--- config.mk ---
export PLATFORM = sky130hd
export DESIGN_NAME = ysyx_22040125_if_fetch
export DESIGN_NICKNAME = d
export VERILOG_FILES = /design/src/rtl/ysyx_22040125_if_fetch_pkg.sv /design/src/rtl/ysyx_22040125_if_fetch.sv
export SDC_FILE = /design/constraint.sdc
export NUM_CORES = 1
export LEC_CHECK = 0
export ABC_CLOCK_PERIOD_IN_PS = 5760
export CORE_MARGIN = 3
export CORE_UTILIZATION = 47
export CTS_CLUSTER_SIZE = 30
export DETAILED_ROUTE_END_ITERATION = 10
export PLACE_DENSITY = 0.87
export SLEW_MARGIN = 25
export SYNTH_ARGS = -nofsm -noshare
export SYNTH_HDL_FRONTEND = slang
export SYNTH_SLANG_ARGS = --single-unit
--- constraint.sdc ---
create_clock -name clk -period 5.76 [get_ports clk]
set_input_delay 1.152 -clock clk [delete_from_list [all_inputs] [get_ports clk]]
set_output_delay 1.152 -clock clk [all_outputs]
set_load 0.005 [all_outputs]
--- src/rtl/ysyx_22040125_if_fetch_pkg.sv ---
// Shared definitions for the instruction-fetch stage: fetch FSM encoding, reset PC and bubble instruction.
package ysyx_22040125_if_fetch_pkg;

   localparam int          XLEN     = 64;
   localparam logic [63:0] RESET_PC = 64'h0000_0000_8000_0000;
   localparam logic [31:0] NOP_INST = 32'h0000_0013;

   typedef enum logic [2:0] {
      S_IDLE = 3'd0,
      S_REQ  = 3'd1,
      S_WAIT = 3'd2,
      S_FULL = 3'd3,
      S_DROP = 3'd4
   } fetch_state_t;

   function automatic logic [63:0] align_pc(input logic [63:0] pc);
      return {pc[63:2], 2'b00};
   endfunction

endpackage

--- src/rtl/ysyx_22040125_if_fetch.sv ---
// Instruction-fetch stage: single-outstanding imem requests, one-entry instruction buffer,
// stall handling and redirect with wrong-path response discard.
module ysyx_22040125_if_fetch
   import ysyx_22040125_if_fetch_pkg::*;
#(
   parameter logic [63:0] RESET_PC_P = RESET_PC,
   parameter logic [31:0] NOP_INST_P = NOP_INST
) (
   input  logic        clk,
   input  logic        rst,
   input  logic        stall,
   input  logic        redirect_valid,
   input  logic [63:0] redirect_pc,
   output logic        imem_req_valid,
   input  logic        imem_req_ready,
   output logic [63:0] imem_addr,
   input  logic        imem_rsp_valid,
   input  logic [31:0] imem_rsp_data,
   output logic [31:0] inst,
   output logic [63:0] if_pc,
   output logic        if_valid
);

   fetch_state_t r_state;
   fetch_state_t w_state_nxt;
   logic [63:0]  r_pc;
   logic [63:0]  w_pc_nxt;
   logic [31:0]  r_buf;
   logic [31:0]  w_buf_nxt;
   logic [63:0]  w_redirect_pc;

   assign w_redirect_pc = align_pc(redirect_pc);

   // State, PC and instruction buffer registers.
   always_ff @(posedge clk or posedge rst) begin
      if (rst) begin
         r_state <= S_IDLE;
         r_pc    <= RESET_PC_P;
         r_buf   <= NOP_INST_P;
      end else begin
         r_state <= w_state_nxt;
         r_pc    <= w_pc_nxt;
         r_buf   <= w_buf_nxt;
      end
   end

   // Next-state / next-pc logic; redirect always takes priority.
   always_comb begin
      w_state_nxt = r_state;
      w_pc_nxt    = r_pc;
      w_buf_nxt   = r_buf;
      case (r_state)
         S_IDLE: begin
            if (redirect_valid) begin
               w_pc_nxt = w_redirect_pc;
            end else begin
               w_pc_nxt = r_pc;
            end
            w_state_nxt = S_REQ;
         end
         S_REQ: begin
            if (redirect_valid) begin
               w_pc_nxt    = w_redirect_pc;
               w_state_nxt = imem_req_ready ? S_DROP : S_REQ;
            end else if (imem_req_ready) begin
               w_state_nxt = S_WAIT;
            end else begin
               w_state_nxt = S_REQ;
            end
         end
         S_WAIT: begin
            if (redirect_valid) begin
               w_pc_nxt    = w_redirect_pc;
               w_state_nxt = imem_rsp_valid ? S_REQ : S_DROP;
            end else if (imem_rsp_valid) begin
               w_buf_nxt   = imem_rsp_data;
               w_state_nxt = S_FULL;
            end else begin
               w_state_nxt = S_WAIT;
            end
         end
         S_FULL: begin
            if (redirect_valid) begin
               w_pc_nxt    = w_redirect_pc;
               w_state_nxt = S_REQ;
            end else if (!stall) begin
               w_pc_nxt    = r_pc + 64'd4;
               w_state_nxt = S_REQ;
            end else begin
               w_state_nxt = S_FULL;
            end
         end
         S_DROP: begin
            // A redirect arriving with the stale response must still retire it, or we would wait forever.
            if (redirect_valid) begin
               w_pc_nxt    = w_redirect_pc;
               w_state_nxt = imem_rsp_valid ? S_REQ : S_DROP;
            end else if (imem_rsp_valid) begin
               w_state_nxt = S_REQ;
            end else begin
               w_state_nxt = S_DROP;
            end
         end
         default: begin
            w_state_nxt = S_IDLE;
            w_pc_nxt    = RESET_PC_P;
            w_buf_nxt   = NOP_INST_P;
         end
      endcase
   end

   assign imem_req_valid = (r_state == S_REQ);
   assign imem_addr      = r_pc;
   assign if_valid       = (r_state == S_FULL);
   assign inst           = (r_state == S_FULL) ? r_buf : NOP_INST_P;
   assign if_pc          = r_pc;

endmodule
After elaboration in Yosys (flattened, before gate mapping). Cells that the tools add are included.

Register bits: 99. Input port bits: 102. Output and inout port bits: 162. Logic and storage cells: 35.

Add/sub/neg operators: 1. Equal/unequal tests: 8. Multiplexer cells: 17. Bitwise logic cells: 1. Reductions and logical operators: 5.

Operators with widths (number): two-way mux 64 bit (3); case mux 64 bit (2 select lines) (1); two-way mux 32 bit (3); adder 64 x 3 -> 64 bit (second input constant) (1); case mux 32 bit (2 select lines) (1); case mux 3 bit (5 select lines) (1); two-way mux 3 bit (4); OR reduction 4 bit (2); equality test 3 x 2 -> 1 bit (second input constant) (2); two-way mux 2 bit (3); inequality test 2 bit (second input constant) (2); equality test 3 x 1 -> 1 bit (second input constant) (1); equality test 3 bit (second input constant) (1); logical NOT 3 bit (1); inequality test 3 bit (second input constant) (1); AND reduction 3 bit (1); inequality test 2 x 1 -> 1 bit (second input constant) (1); AND reduction 2 bit (1); two-way mux 1 bit (1); NOT 1 bit (1).

Logic depth before layout (Yosys ltp).
Depth in word-level cells: 4. Mapped depth: 8. Depth with buffers taken out: 7.

Worst setup path before layout. OpenSTA, ideal clock, no wires.

Kind: reg2out. From: register r_state[1]. To: output port inst[22]. Data arrival time: 1500 ps. Data required time: 4608 ps. Path slack: 3108 ps. Cell stages (with the launch flop): 6. Path buffers: 2. Cells stage by stage: dfrtp_1 -> clkbuf_1 -> nand2_1 -> nor2_1 -> clkbuf_1 -> and2_1.

Longest elaborated chain between the ends: 2.

Ends and longest elaborated chain: start: declaration (RTL line ysyx_22040125_if_fetch.sv:24) `fetch_state_t r_state;`; start signal: assignment (RTL line ysyx_22040125_if_fetch.sv:41) `r_state <= w_state_nxt;`; equality test 3 x 2 -> 1 bit; named net if_valid (RTL line ysyx_22040125_if_fetch.sv:21) `output logic if_valid`; two-way mux 32 bit (RTL line ysyx_22040125_if_fetch.sv:115) `assign inst = (r_state == S_FULL) ? r_buf : NOP_INST_P;`; end: declaration (RTL line ysyx_22040125_if_fetch.sv:19) `output logic [31:0] inst,`.

The timed path passes the listed nets, and every way through them passes these cells.

Worst setup path in the final report.
From: register r_state[1]. To: output port inst[29].

Longest elaborated chain between the ends: 2.

Ends and longest elaborated chain (RTL line): equality test 3 x 2 -> 1 bit (ysyx_22040125_if_fetch.sv:115); two-way mux 32 bit (ysyx_22040125_if_fetch.sv:115).

No other way between the ends.

==> impl_metrics.tcl <==
set metrics [dict create \
    power.density_mw_per_mm2 393 \
    pwr-share-seq_pct 37.4 \
    pwr-share-clk_pct 16.9 \
    final_cells 1145 \
    postRouteAntennaNets 0 \
    peakVddDrop_v 0.000241 \
    yosysTopAreaCellShare_pct 36.5 \
    status "finished clean" \
    die_y_um 122 \
    fmaxAchievable_mhz 259 \
    synth_cells 801 \
    die_area_mm2 0.0150 \
    postSynthAreaPerCell_um2 7.95 \
    grtUsageTotal_pct 27.6 \
    io_pins 264 \
    hold_depth 2 \
    ys_types 62 \
    via_per_inst 5.85 \
    fin_ws_ps 1900 \
    finalWirelength_um 21000 \
    grt_overflow 0 \
    ys_async_sr_fraction_pct 100 \
    skew_ps 8.91 \
    synth.area.top_cells "dfrtp_1 37%, o21ai_0 8.6%, buf_4 7.8%" \
    ctsHoldBuffers 0 \
    p_sw_mw 1.35 \
    crit_arrival_ps 2710 \
    leakagePower_nw 3.39 \
    hold_viol_final 0 \
    rows 41 \
    power_mw 3.50 \
    io_buffers 257 \
    dr.pass1.iters 8 \
    postCtsSetupRepairBufs 0 \
    tightest_slew_ps 952 \
    mostFrequentLayoutCells "256 x clkdlybuf4s50_1, 107 x o21ai_0, 106 x nand2_1" \
    yosysWarnings 0 \
    p_int_mw 2.15 \
    worst_setup_path_end_kind "primary output" \
    finalSetupTns_ps 0 \
    grt_pass1_wl_um 32800 \
    period_share_pct 67.0 \
    cp_max_fo 30 \
    htree_levels 3 \
    slew_headroom_pct 36.4 \
    diodes 0 \
    finalMaxSlewViolations 0 \
    antenna_found_initial 0 \
    power_frac_comb_pct 45.7 \
    cap_violations 0 \
    clk_latency_ps 350 \
    vias 6700 \
    grt_pass1_vias 6227 \
    rsz0062_at_grt "false" \
    critical_path_class "flop to primary output" \
    mostFrequentLayoutCell "clkdlybuf4s50_1" \
    synth_seq_cells 97 \
    clock_sinks 97 \
    postPlaceCellArea_mm2 0.00860 \
    area_growth_pct 39.6 \
    nets 1071 \
    wire_per_inst_um 18.3 \
    r2r_cells 6 \
    dp_slack_ps 2150 \
    gp_congestion 0.950 \
    fin_crit_ps 3860 \
    clk_pin_slew_worst_paths_ps 70 \
    drc 0 \
    synth_top_cell_by_area "dfrtp_1" \
    coreArea_mm2 0.0129 \
    die_x_um 122 \
    cts_buffer_depth 2 \
    synth_edf_count 0 \
    grt_max_degree 65 \
    ys.flop_type "dfrtp_1" \
    power.share.switching_pct 38.5 \
    clock-root-buffer "clkbuf_16" \
    drive_gt1_share_pct 4.62 \
    cts_tree "done" \
    cts_repair_resize_count 0 \
    placedCellCount 1129 \
    finish.instance_area_mm2 0.00889 \
    hp-class "flop to flop" \
    start_kind "flop" \
    first_iter_violations 775 \
    hpwlAfterDp_um 14900 \
    num-fill-cells 1039 \
    cts_buffers 9 \
    start_util_pct 49.3 \
    syn-cell-area_mm2 0.00637 \
    yosysSeqAreaShare_pct 38.2 \
    worstPathRequired_ps 4610 \
    setup_violations 0 \
]
power groups by stage:
stage          logic (mW)  clock network (mW)  registers, mW
2_1_floorplan       0.891                   0           1.20
3_3_place_gp         1.57                   0           1.29
3_5_place_dp         1.60                   0           1.31
4_1_cts              1.60               0.599           1.30
5_1_grt              1.75               0.628           1.36
6_report             1.60               0.592           1.31
cell usage after synthesis (3+ instances only):
cell type  instances
o21ai_0          109
nand2_1          106
dfrtp_1           93
buf_4             66
a21oi_1           47
clkbuf_1          43
nor2_1            43
nor3_1            35
nand3_1           34
and2_1            30
nand4_1           20
and3_1            18
inv_1             15
a211oi_1          11
mux2i_1            9
xnor2_1            8
xor2_1             8
nor4_1             7
or3_1              6
or4_1              6
a311oi_1           5
a31oi_1            5
and4_1             5
a32oi_1            4
dfstp_2            4
o221ai_1           4
a2111oi_0          3
a211o_1            3
buf_1              3
buf_2              3
nand2b_1           3
nor3b_1            3
o211ai_1           3
o22ai_1            3
o2bb2ai_1          3
state kept, by name, summed over array words and instances, names as in the netlist:
signal   count
if_pc       62
r_buf       32
r_state      3
through the flow:
stage | utilization (%) | hold WS [ps]
6_report | 68.8 | 473
3_5_place_dp | 66.6 | 462
4_1_cts | 68.8 | 477
2_1_floorplan | - | 442
5_1_grt | 68.8 | 497
3_3_place_gp | 66.6 | 453
cell type report:
class / instances / area [um2] / area share [%]
Multi-Input combinational cell: 577 / 3250 / 36.5
Timing Repair Buffer: 268 / 2650 / 29.8
Sequential cell: 97 / 2430 / 27.4
Clock buffer: 14 / 274 / 3.08
Tap cell: 172 / 215 / 2.42
Inverter: 15 / 58.8 / 0.661
Clock inverter: 2 / 12.5 / 0.141
logic make-up after synthesis:
logic type | Yosys count | share of synthesized area [%]
other cells | 1 | 0.0589
buf+inv | 130 | 11.6
compound gates | 219 | 20.4
mux | 11 | 1.77
flops | 97 | 38.2
simple gates | 324 | 25.3
xor+xnor | 16 | 2.20
fa+ha+maj | 3 | 0.511
per-layer routing:
layer	GRT usage, %	part of all wire [%]	vias to the layer above
met5	0	0	-
met4	8.26	2.3	0
met3	8.06	10	44
met2	44.0	47	388
met1	36.5	41	3136
li1	-	-	3132
final timing paths:
kind                                   to  slack [ps]        from
min in group asynchronous        if_pc[2]        1300         rst
worst max-delay path             inst[29]        1900  r_state[1]
worst min register to register  r_buf[23]         470   r_buf[23]
max in group asynchronous       if_pc[31]        3420         rst
worst min-delay path            r_buf[23]         470   r_buf[23]
worst max register to register  if_pc[63]        2810    if_pc[4]
critical path, stage by stage (launching register included):
cell and delay, ps:
dfrtp_1 610, nand2_1 360, nor2_2 330, buf_4 330
and2_1 190, clkdlybuf4s50_1 530
Power figures use the tool's default switching activity.
